<file path="src/rtl/alu_rr_arbiter.sv">
// Round-robin arbiter and three-state sequencer sharing one 8-bit ALU among NREQ requesters.
// One operation is in flight at a time; the result returns tagged with the requester index.
module alu_rr_arbiter #(
   parameter int unsigned NREQ = 4,
   parameter int unsigned ID_W = 2
) (
   input  logic              clk,
   input  logic              rst,
   input  logic [NREQ-1:0]   req_valid,
   output logic [NREQ-1:0]   req_ready,
   input  logic [NREQ*8-1:0] req_a,
   input  logic [NREQ*8-1:0] req_b,
   input  logic [NREQ*4-1:0] req_sel,
   output logic [7:0]        alu_a,
   output logic [7:0]        alu_b,
   output logic [3:0]        alu_sel,
   input  logic [7:0]        alu_res,
   input  logic              alu_carry,
   output logic              rsp_valid,
   input  logic              rsp_ready,
   output logic [ID_W-1:0]   rsp_id,
   output logic [7:0]        rsp_res,
   output logic              rsp_carry,
   output logic              rsp_err
);

   typedef enum logic [1:0] {StIdle, StExec, StResp} state_e;

   state_e          state_q;
   logic [ID_W-1:0] ptr_q;
   logic [ID_W-1:0] id_q;

   logic [NREQ-1:0] upper;
   logic [NREQ-1:0] cand;
   logic [NREQ-1:0] gnt;
   logic            gnt_any;
   logic [ID_W-1:0] gnt_id;
   logic [7:0]      gnt_a;
   logic [7:0]      gnt_b;
   logic [3:0]      gnt_sel;

   // Requesters above the pointer take priority; if none are valid, wrap to the lowest valid.
   always_comb begin
      upper = '0;
      for (int i = 0; i < NREQ; i++) begin
         upper[i] = req_valid[i] && (ID_W'(i) > ptr_q);
      end
      cand = (|upper) ? upper : req_valid;

      gnt     = '0;
      gnt_any = 1'b0;
      gnt_id  = '0;
      for (int i = 0; i < NREQ; i++) begin
         if (!gnt_any && cand[i]) begin
            gnt_any = 1'b1;
            gnt_id  = ID_W'(i);
            gnt[i]  = 1'b1;
         end
      end
   end

   always_comb begin
      gnt_a   = '0;
      gnt_b   = '0;
      gnt_sel = '0;
      for (int i = 0; i < NREQ; i++) begin
         if (gnt[i]) begin
            gnt_a   = req_a[8*i +: 8];
            gnt_b   = req_b[8*i +: 8];
            gnt_sel = req_sel[4*i +: 4];
         end
      end
   end

   // Held at zero during reset so no requester sees an accept it could act on.
   assign req_ready = (state_q == StIdle && !rst) ? gnt : '0;

   // The ALU operand registers double as the payload latch, so they already hold the
   // accepted operation for the whole EXEC cycle and keep it afterwards.
   always_ff @(posedge clk or posedge rst) begin
      if (rst) begin
         state_q   <= StIdle;
         ptr_q     <= ID_W'(NREQ - 1);
         id_q      <= '0;
         alu_a     <= '0;
         alu_b     <= '0;
         alu_sel   <= '0;
         rsp_valid <= 1'b0;
         rsp_id    <= '0;
         rsp_res   <= '0;
         rsp_carry <= 1'b0;
         rsp_err   <= 1'b0;
      end else begin
         unique case (state_q)
            StIdle: begin
               if (gnt_any) begin
                  alu_a   <= gnt_a;
                  alu_b   <= gnt_b;
                  alu_sel <= gnt_sel;
                  id_q    <= gnt_id;
                  ptr_q   <= gnt_id;
                  state_q <= StExec;
               end
            end
            StExec: begin
               rsp_res   <= alu_res;
               rsp_carry <= alu_carry;
               rsp_err   <= (alu_sel > 4'd9);
               rsp_id    <= id_q;
               rsp_valid <= 1'b1;
               state_q   <= StResp;
            end
            StResp: begin
               if (rsp_valid && rsp_ready) begin
                  rsp_valid <= 1'b0;
                  state_q   <= StIdle;
               end
            end
            default: state_q <= StIdle;
         endcase
      end
   end

   a_ready_onehot: assert property (@(posedge clk) disable iff (rst) $onehot0(req_ready));
   a_ready_idle:   assert property (@(posedge clk) disable iff (rst)
                                    (state_q != StIdle) |-> (req_ready == '0));
   a_rsp_hold:     assert property (@(posedge clk) disable iff (rst)
                                    (rsp_valid && !rsp_ready) |=>
                                    (rsp_valid && $stable({rsp_id, rsp_res, rsp_carry, rsp_err})));
   a_id_range:     assert property (@(posedge clk) disable iff (rst)
                                    rsp_valid |-> (32'(rsp_id) < NREQ));

endmodule

</file>
<file path="config.mk">
export PLATFORM = sky130hd
export DESIGN_NAME = alu_rr_arbiter
export DESIGN_NICKNAME = d
export VERILOG_FILES = /design/src/rtl/alu_rr_arbiter.sv
export SDC_FILE = /design/constraint.sdc
export NUM_CORES = 1
export LEC_CHECK = 0
export ABC_AREA = 1
export CAP_MARGIN = 40
export CORE_ASPECT_RATIO = 0.9
export CORE_MARGIN = 1
export CORE_UTILIZATION = 39
export CTS_CLUSTER_SIZE = 10
export DETAILED_ROUTE_END_ITERATION = 16
export GPL_ROUTABILITY_DRIVEN = 0
export PLACE_DENSITY = 0.78
export SETUP_SLACK_MARGIN = 0.15
export SLEW_MARGIN = 0
export SYNTH_ARGS = -nofsm -noshare
export SYNTH_HDL_FRONTEND = slang
export SYNTH_SLANG_ARGS = --single-unit
export TNS_END_PERCENT = 100
</file>
<file path="constraint.sdc">
create_clock -name clk -period 2.8 [get_ports clk]
set_clock_uncertainty 0.2 [all_clocks]
set_input_delay 0.42 -clock clk [delete_from_list [all_inputs] [get_ports clk]]
set_output_delay 0.42 -clock clk [all_outputs]
set_load 0.005 [all_outputs]
</file>
==> results_dict.tcl, run 1 <==
set metrics [dict create \
    first_pass_iters 11 \
    dr_total_vias 2751 \
    path_class "primary input to output port" \
    fill_cells 499 \
    multiInputGateArea_sq_um 1167 \
    ys.flop_type "dfrtp_1" \
    drt-initial-drc-count 140 \
    grt_pass1_wl_mm 11.78 \
    num_io_pins 133 \
    fin_crit_sh 0.9381 \
    period_minus_slack_ps 2627 \
    syn_area_sq_um 2366 \
    maxCapViolations 0 \
    ys_ff_latch 39 \
    cts_tree "yes" \
    crit_path_start_kind "primary input" \
    synth_top_cell_area_share 0.3913 \
    syn-num-nets 441 \
    power.density_nw_per_um2 310.8 \
    p_leak_nw 1.883 \
    drc 10 \
    final-setup-viol-count 0 \
    clk_latency_ps 290 \
    start_util 0.4109 \
    cts_hold_buf 0 \
    hold_class "flip-flop to flip-flop" \
    cp-end-kind "output port" \
    ys_async_sr_fraction 1.000 \
    n_antenna_cell 0 \
    final-hold-violation-count 0 \
    clockBufferDepth 2 \
    io_buffers 132 \
    syn_inst 345 \
    gr-total-overflow 0 \
    grt_max_degree 43 \
    root_buffer "clkbuf_8" \
    finalNonFillerCells 548 \
    synth_edf_count 0 \
    crit_fanout 10 \
    rows 26 \
    fin_total_pwr_mw 1.200 \
    drtAntennaViolNets 0 \
    grt_usage 0.2381 \
    cts_inserted_buffers 5 \
    grt_pass1_vias 2571 \
    ys_types 21 \
    setup-tns-final_ps 0 \
    drive_gt1_frac 0.06695 \
    syn_avg_cell_area_sq_um 6.858 \
    wire_per_inst_um 13.38 \
    rsz0062_at_grt "true" \
    fin_ws_ps 173.3 \
    crit_required_ps 2180 \
    status "finished with violations" \
    viasPerCell 5.020 \
    dpl_worst_slack_ps 98.37 \
    area_growth_pct 63.14 \
    synth_top_cell_by_area "dfrtp_1" \
    ys_warn_count 0 \
    die_w_um 84.10 \
    violations "design-rule violations" \
    synth_top_cells_by_area "dfrtp_1 39%, nand2_1 25%, nand3_1 14%, nand4_1 5.3%, inv_1 4.1%" \
    worst_pin_slew_ps 611.0 \
    regArea_sq_um 978.4 \
    core_area_sq_um 5758 \
    routed_wl_mm 7.334 \
    numClockSinks 39 \
    slew_violations 0 \
    seq_area_frac_synth 0.4135 \
    dpl.hpwl_mm 5.743 \
    h-tree-depth 2 \
    worstPathArrival_ps 2010 \
    antenna_found_initial 0 \
    fmax_ghz 0.3807 \
    peakVddDrop_mv 0.1699 \
    slew_headroom 0.5922 \
    placed_cells 540 \
    die_h_um 75.89 \
    fin_nets 573 \
    clk_pin_slew_ps 70 \
    final_core_util 0.6704 \
    die-area_sq_um 6382 \
]
## sequential cells by signal, summed over array words and instances (netlist names)
name       count
alu_a          8
state_q        2
alu_b          8
ptr_q          2
rsp_err        1
alu_sel        4
rsp_res        8
rsp_id         2
rsp_valid      1
rsp_carry      1
id_q           2
## layout make-up
type	instances	share of cell area
multi-input combinational	257	0.3024
inverter	26	0.02528
timing repair buffer	148	0.3750
clock inverter	1	0.001297
tap	70	0.02269
sequential	39	0.2535
clock buffer	7	0.01977
## cells by family after synthesis
kind of cell,synth area share
flops,0.4135
compound gates,0.01851
simple gates,0.4717
buf+inv,0.09624
## metal layers
layer	part of all wire	wire (um)	global-route usage
met1	0.41	3036	0.2823
met2	0.49	3562	0.4290
met3	0.079	576	0.05525
met4	0.022	158	0.09579
met5	0	0	0
## power by group
part | internal, mW | switching, mW | leakage [nW]
clock | 0.175 | 0.188 | 0.0422
combinational | 0.159 | 0.115 | 1.36
sequential | 0.563 | 0 | 0.486
## repair_timing
item,4_1_cts,5_1_grt
pin swaps,2,0
setup buffers,0,0
gates resized for setup,4,3
endpoints found under the setup margin,2,3
hold endpoints to repair,0,0
## critical path: stages
cell             delay [ps]
clkdlybuf4s50_1         520
nand2_2                 100
nand2_2                 130
buf_6                   140
nand2_1                  70
nor2_1                  110
clkdlybuf4s50_1         520
## placed cells by master, fill, tap and decap left out, drive strengths merged, types with 2 or more instances in the layout
master         count
clkinv             2
clkbuf             7
o21ai              2
nand3             65
dlygate4sd2        2
clkdlybuf4s50    128
inv               25
dfrtp             37
nand2            159
buf               16
dfstp              2
nor2               7
nand4             20
dlymetal6s2s       2
## metrics by stage
| stage | hold slack [ps] | cell area [sq um] |
|---|---|---|
| after CTS | 276.4 | 3851 |
| after global routing | 294.7 | 3860 |
| after detailed placement | 257.6 | 3765 |
| after floorplan | 249.2 | 2366 |
| final | 269.4 | 3860 |
| after global placement | 252.3 | 3765 |
## cells in the mapped netlist, types with 2 or more instances
library cell,number
nand2_2,3
dfrtp_1,37
buf_2,8
nand4_1,20
dfstp_2,2
nand3_1,65
clkbuf_1,9
inv_1,26
buf_6,4
nand2_1,156
nor2_1,5
## worst paths after layout
| kind | start | to | slack [ps] | cells after the start |
|---|---|---|---|---|
| min in group asynchronous | rst | alu_a[5] | 380 | 3 |
| worst min-delay path | rsp_res[4] | rsp_res[4] | 270 | 2 |
| worst min register to register | rsp_res[4] | rsp_res[4] | 270 | 2 |
| max in group asynchronous | rst | ptr_q[0] | 1650 | 3 |
| worst max register to register | ptr_q[1] | id_q[0] | 550 | 10 |
| worst max-delay path | req_valid[1] | req_ready[1] | 170 | 7 |
Power figures use the tool's default switching activity.
==> run 2, diff against run 1 <==
--- a/config.mk
+++ b/config.mk
@@ -6,13 +6,13 @@
 export NUM_CORES = 1
 export LEC_CHECK = 0
 export ABC_AREA = 1
-export CAP_MARGIN = 40
 export CORE_ASPECT_RATIO = 0.9
 export CORE_MARGIN = 1
 export CORE_UTILIZATION = 39
 export CTS_CLUSTER_SIZE = 10
 export DETAILED_ROUTE_END_ITERATION = 16
 export GPL_ROUTABILITY_DRIVEN = 0
+export HOLD_SLACK_MARGIN = 0.08
 export PLACE_DENSITY = 0.78
 export SETUP_SLACK_MARGIN = 0.15
 export SLEW_MARGIN = 0
==> results of run 2 <==
Final layout, timing and power as in run 1 (identical DEF).
==> run 3, diff against run 2 <==
--- a/config.mk
+++ b/config.mk
@@ -6,6 +6,7 @@
 export NUM_CORES = 1
 export LEC_CHECK = 0
 export ABC_AREA = 1
+export CAP_MARGIN = 20
 export CORE_ASPECT_RATIO = 0.9
 export CORE_MARGIN = 1
 export CORE_UTILIZATION = 39
@@ -13,6 +14,7 @@
 export DETAILED_ROUTE_END_ITERATION = 16
 export GPL_ROUTABILITY_DRIVEN = 0
 export HOLD_SLACK_MARGIN = 0.08
+export MAX_ROUTING_LAYER = met4
 export PLACE_DENSITY = 0.78
 export SETUP_SLACK_MARGIN = 0.15
 export SLEW_MARGIN = 0
==> run 3 against run 2 <==
The run still ends with design-rule violations left. First-iteration DRC count increased by 11%. Register-to-register slack about the same. Cell count unchanged. Maximum frequency decreased by 0.35%. Flip-flop and latch count unchanged. Largest cell class unchanged. Total power increased by 0.24%. Clock power about the same. Final area unchanged. Critical path type unchanged.
==> results_dict.tcl, run 3 (synthesized netlist as in run 1, its figures left out) <==
set metrics [dict create \
    final-setup-viol-count 0 \
    rows 26 \
    drc 10 \
    mostFrequentLayoutCells "155 x nand2_1, 128 x clkdlybuf4s50_1, 65 x nand3_1" \
    cts_hold_buf 0 \
    worstPathArrival_ps 2020 \
    reg2reg_depth 10 \
    routed_wl_mm 7.345 \
    core_area_sq_um 5758 \
    post-cts-setup-buffer-count 0 \
    dpl.hpwl_mm 5.743 \
    viasPerCell 5.044 \
    worst_pin_slew_ps 610.7 \
    grt_pass1_wl_mm 11.78 \
    violations "design-rule violations" \
    slew_headroom 0.5924 \
    hold_class "flip-flop to flip-flop" \
    die_w_um 84.10 \
    r2r_end "id_q[0]" \
    grt_usage 0.2460 \
    drtAntennaViolNets 0 \
    critical_path.endpoint "req_ready[1]" \
    final_common_cell "nand2_1" \
    clk_pin_slew_ps 70 \
    hp-start "rsp_res[4]" \
    peakVddDrop_mv 0.1709 \
    status "finished with violations" \
    cts_tree "yes" \
    crit_path_start "req_valid[1]" \
    num_io_pins 133 \
    r2r_slack_ps 550 \
    die_h_um 75.89 \
    n_antenna_cell 0 \
    grt_pass1_vias 2567 \
    io_buffers 132 \
    h-tree-depth 2 \
    area_growth_pct 63.14 \
    crit_path_start_kind "primary input" \
    power.density_nw_per_um2 311.5 \
    drt-initial-drc-count 156 \
    design_area_sq_um 3860 \
    p_leak_nw 1.883 \
    gr-total-overflow 0 \
    slew_violations 0 \
    path_class "primary input to output port" \
    start_util 0.4109 \
    first_pass_iters 11 \
    r2r-start "ptr_q[1]" \
    maxCapViolations 0 \
    wire_per_inst_um 13.40 \
    period_minus_slack_ps 2636 \
    cp-end-kind "output port" \
    die-area_sq_um 6382 \
    rsz0062_at_grt "true" \
    setup-tns-final_ps 0 \
    root_buffer "clkbuf_8" \
    crit_fanout 10 \
    cts_inserted_buffers 5 \
    drive_gt1_frac 0.06695 \
    numClockSinks 39 \
    fin_nets 573 \
    antenna_found_initial 0 \
    place_area_sq_um 3765 \
    top_regs "alu_a x8, alu_b x8, rsp_res x8" \
    fmax_ghz 0.3794 \
    fin_crit_sh 0.9414 \
    dr_total_vias 2764 \
    final-hold-violation-count 0 \
    clk_latency_ps 300 \
    fill_cells 499 \
    crit_required_ps 2180 \
    clockBufferDepth 2 \
    fin_total_pwr_mw 1.202 \
    grt_max_degree 43 \
]
==> run 3: cell counts in the layout (fill, tap and decap cells not counted) <==
No cell type changed its count.
==> run 3: final cells by class <==
cell class / count / area [sq um] / share of cell area
Inverter: 26 / 97.59 / 0.02528
Sequential cell: 39 / 978.4 / 0.2535
Clock inverter: 1 / 5.005 / 0.001297
Multi-Input combinational cell: 257 / 1167 / 0.3024
Tap cell: 70 / 87.58 / 0.02269
Timing Repair Buffer: 148 / 1448 / 0.3750
Clock buffer: 7 / 76.32 / 0.01977
==> run 3: power breakdown <==
| group | switching (mW) | internal, mW | total (mW) |
|---|---|---|---|
| Clock | 0.190 | 0.175 | 0.365 |
| Combinational | 0.115 | 0.159 | 0.274 |
| Sequential | 0 | 0.563 | 0.563 |
==> run 3: worst min-delay path by stage <==
stage	end	slack, ps	cells past startpoint
floorplan	rsp_id[0]	250	2
global placement	rsp_res[5]	250	2
detailed placement	rsp_res[4]	260	2
CTS	rsp_res[4]	280	2
global route	rsp_res[0]	290	2
finish	rsp_res[4]	270	2
==> run 3: metal layers <==
metal,routed length [um],share of wire,vias up,GRT usage
met5,0,0,-,-
met4,157,0.021,0,0.09579
met3,536,0.073,18,0.04550
met2,3585,0.49,131,0.4290
met1,3066,0.42,1247,0.2884
li1,-,-,1368,-
==> run 3: timing repair <==
action	CTS	global route
endpoints found under the setup margin	2	3
pin swaps	2	0
gates resized for setup	4	3
==> run 3: through the flow <==
step | hold WS, ps | cells | utilization | setup WS, ps
after floorplan | 249.2 | 345 | - | 339.2
after global placement | 252.3 | 540 | 0.6538 | 121.7
after detailed placement | 257.6 | 540 | 0.6538 | 98.37
after CTS | 276.4 | 548 | 0.6688 | 169.4
after global routing | 294.7 | 548 | 0.6704 | 70.48
final | 269.4 | 548 | 0.6704 | 164.1
==> run 3: critical path, stage by stage <==
cell and delay [ps]:
clkdlybuf4s50_1 520, nand2_2 100, nand2_2 130, buf_6 150, nand2_1 70, nor2_1 110
clkdlybuf4s50_1 520
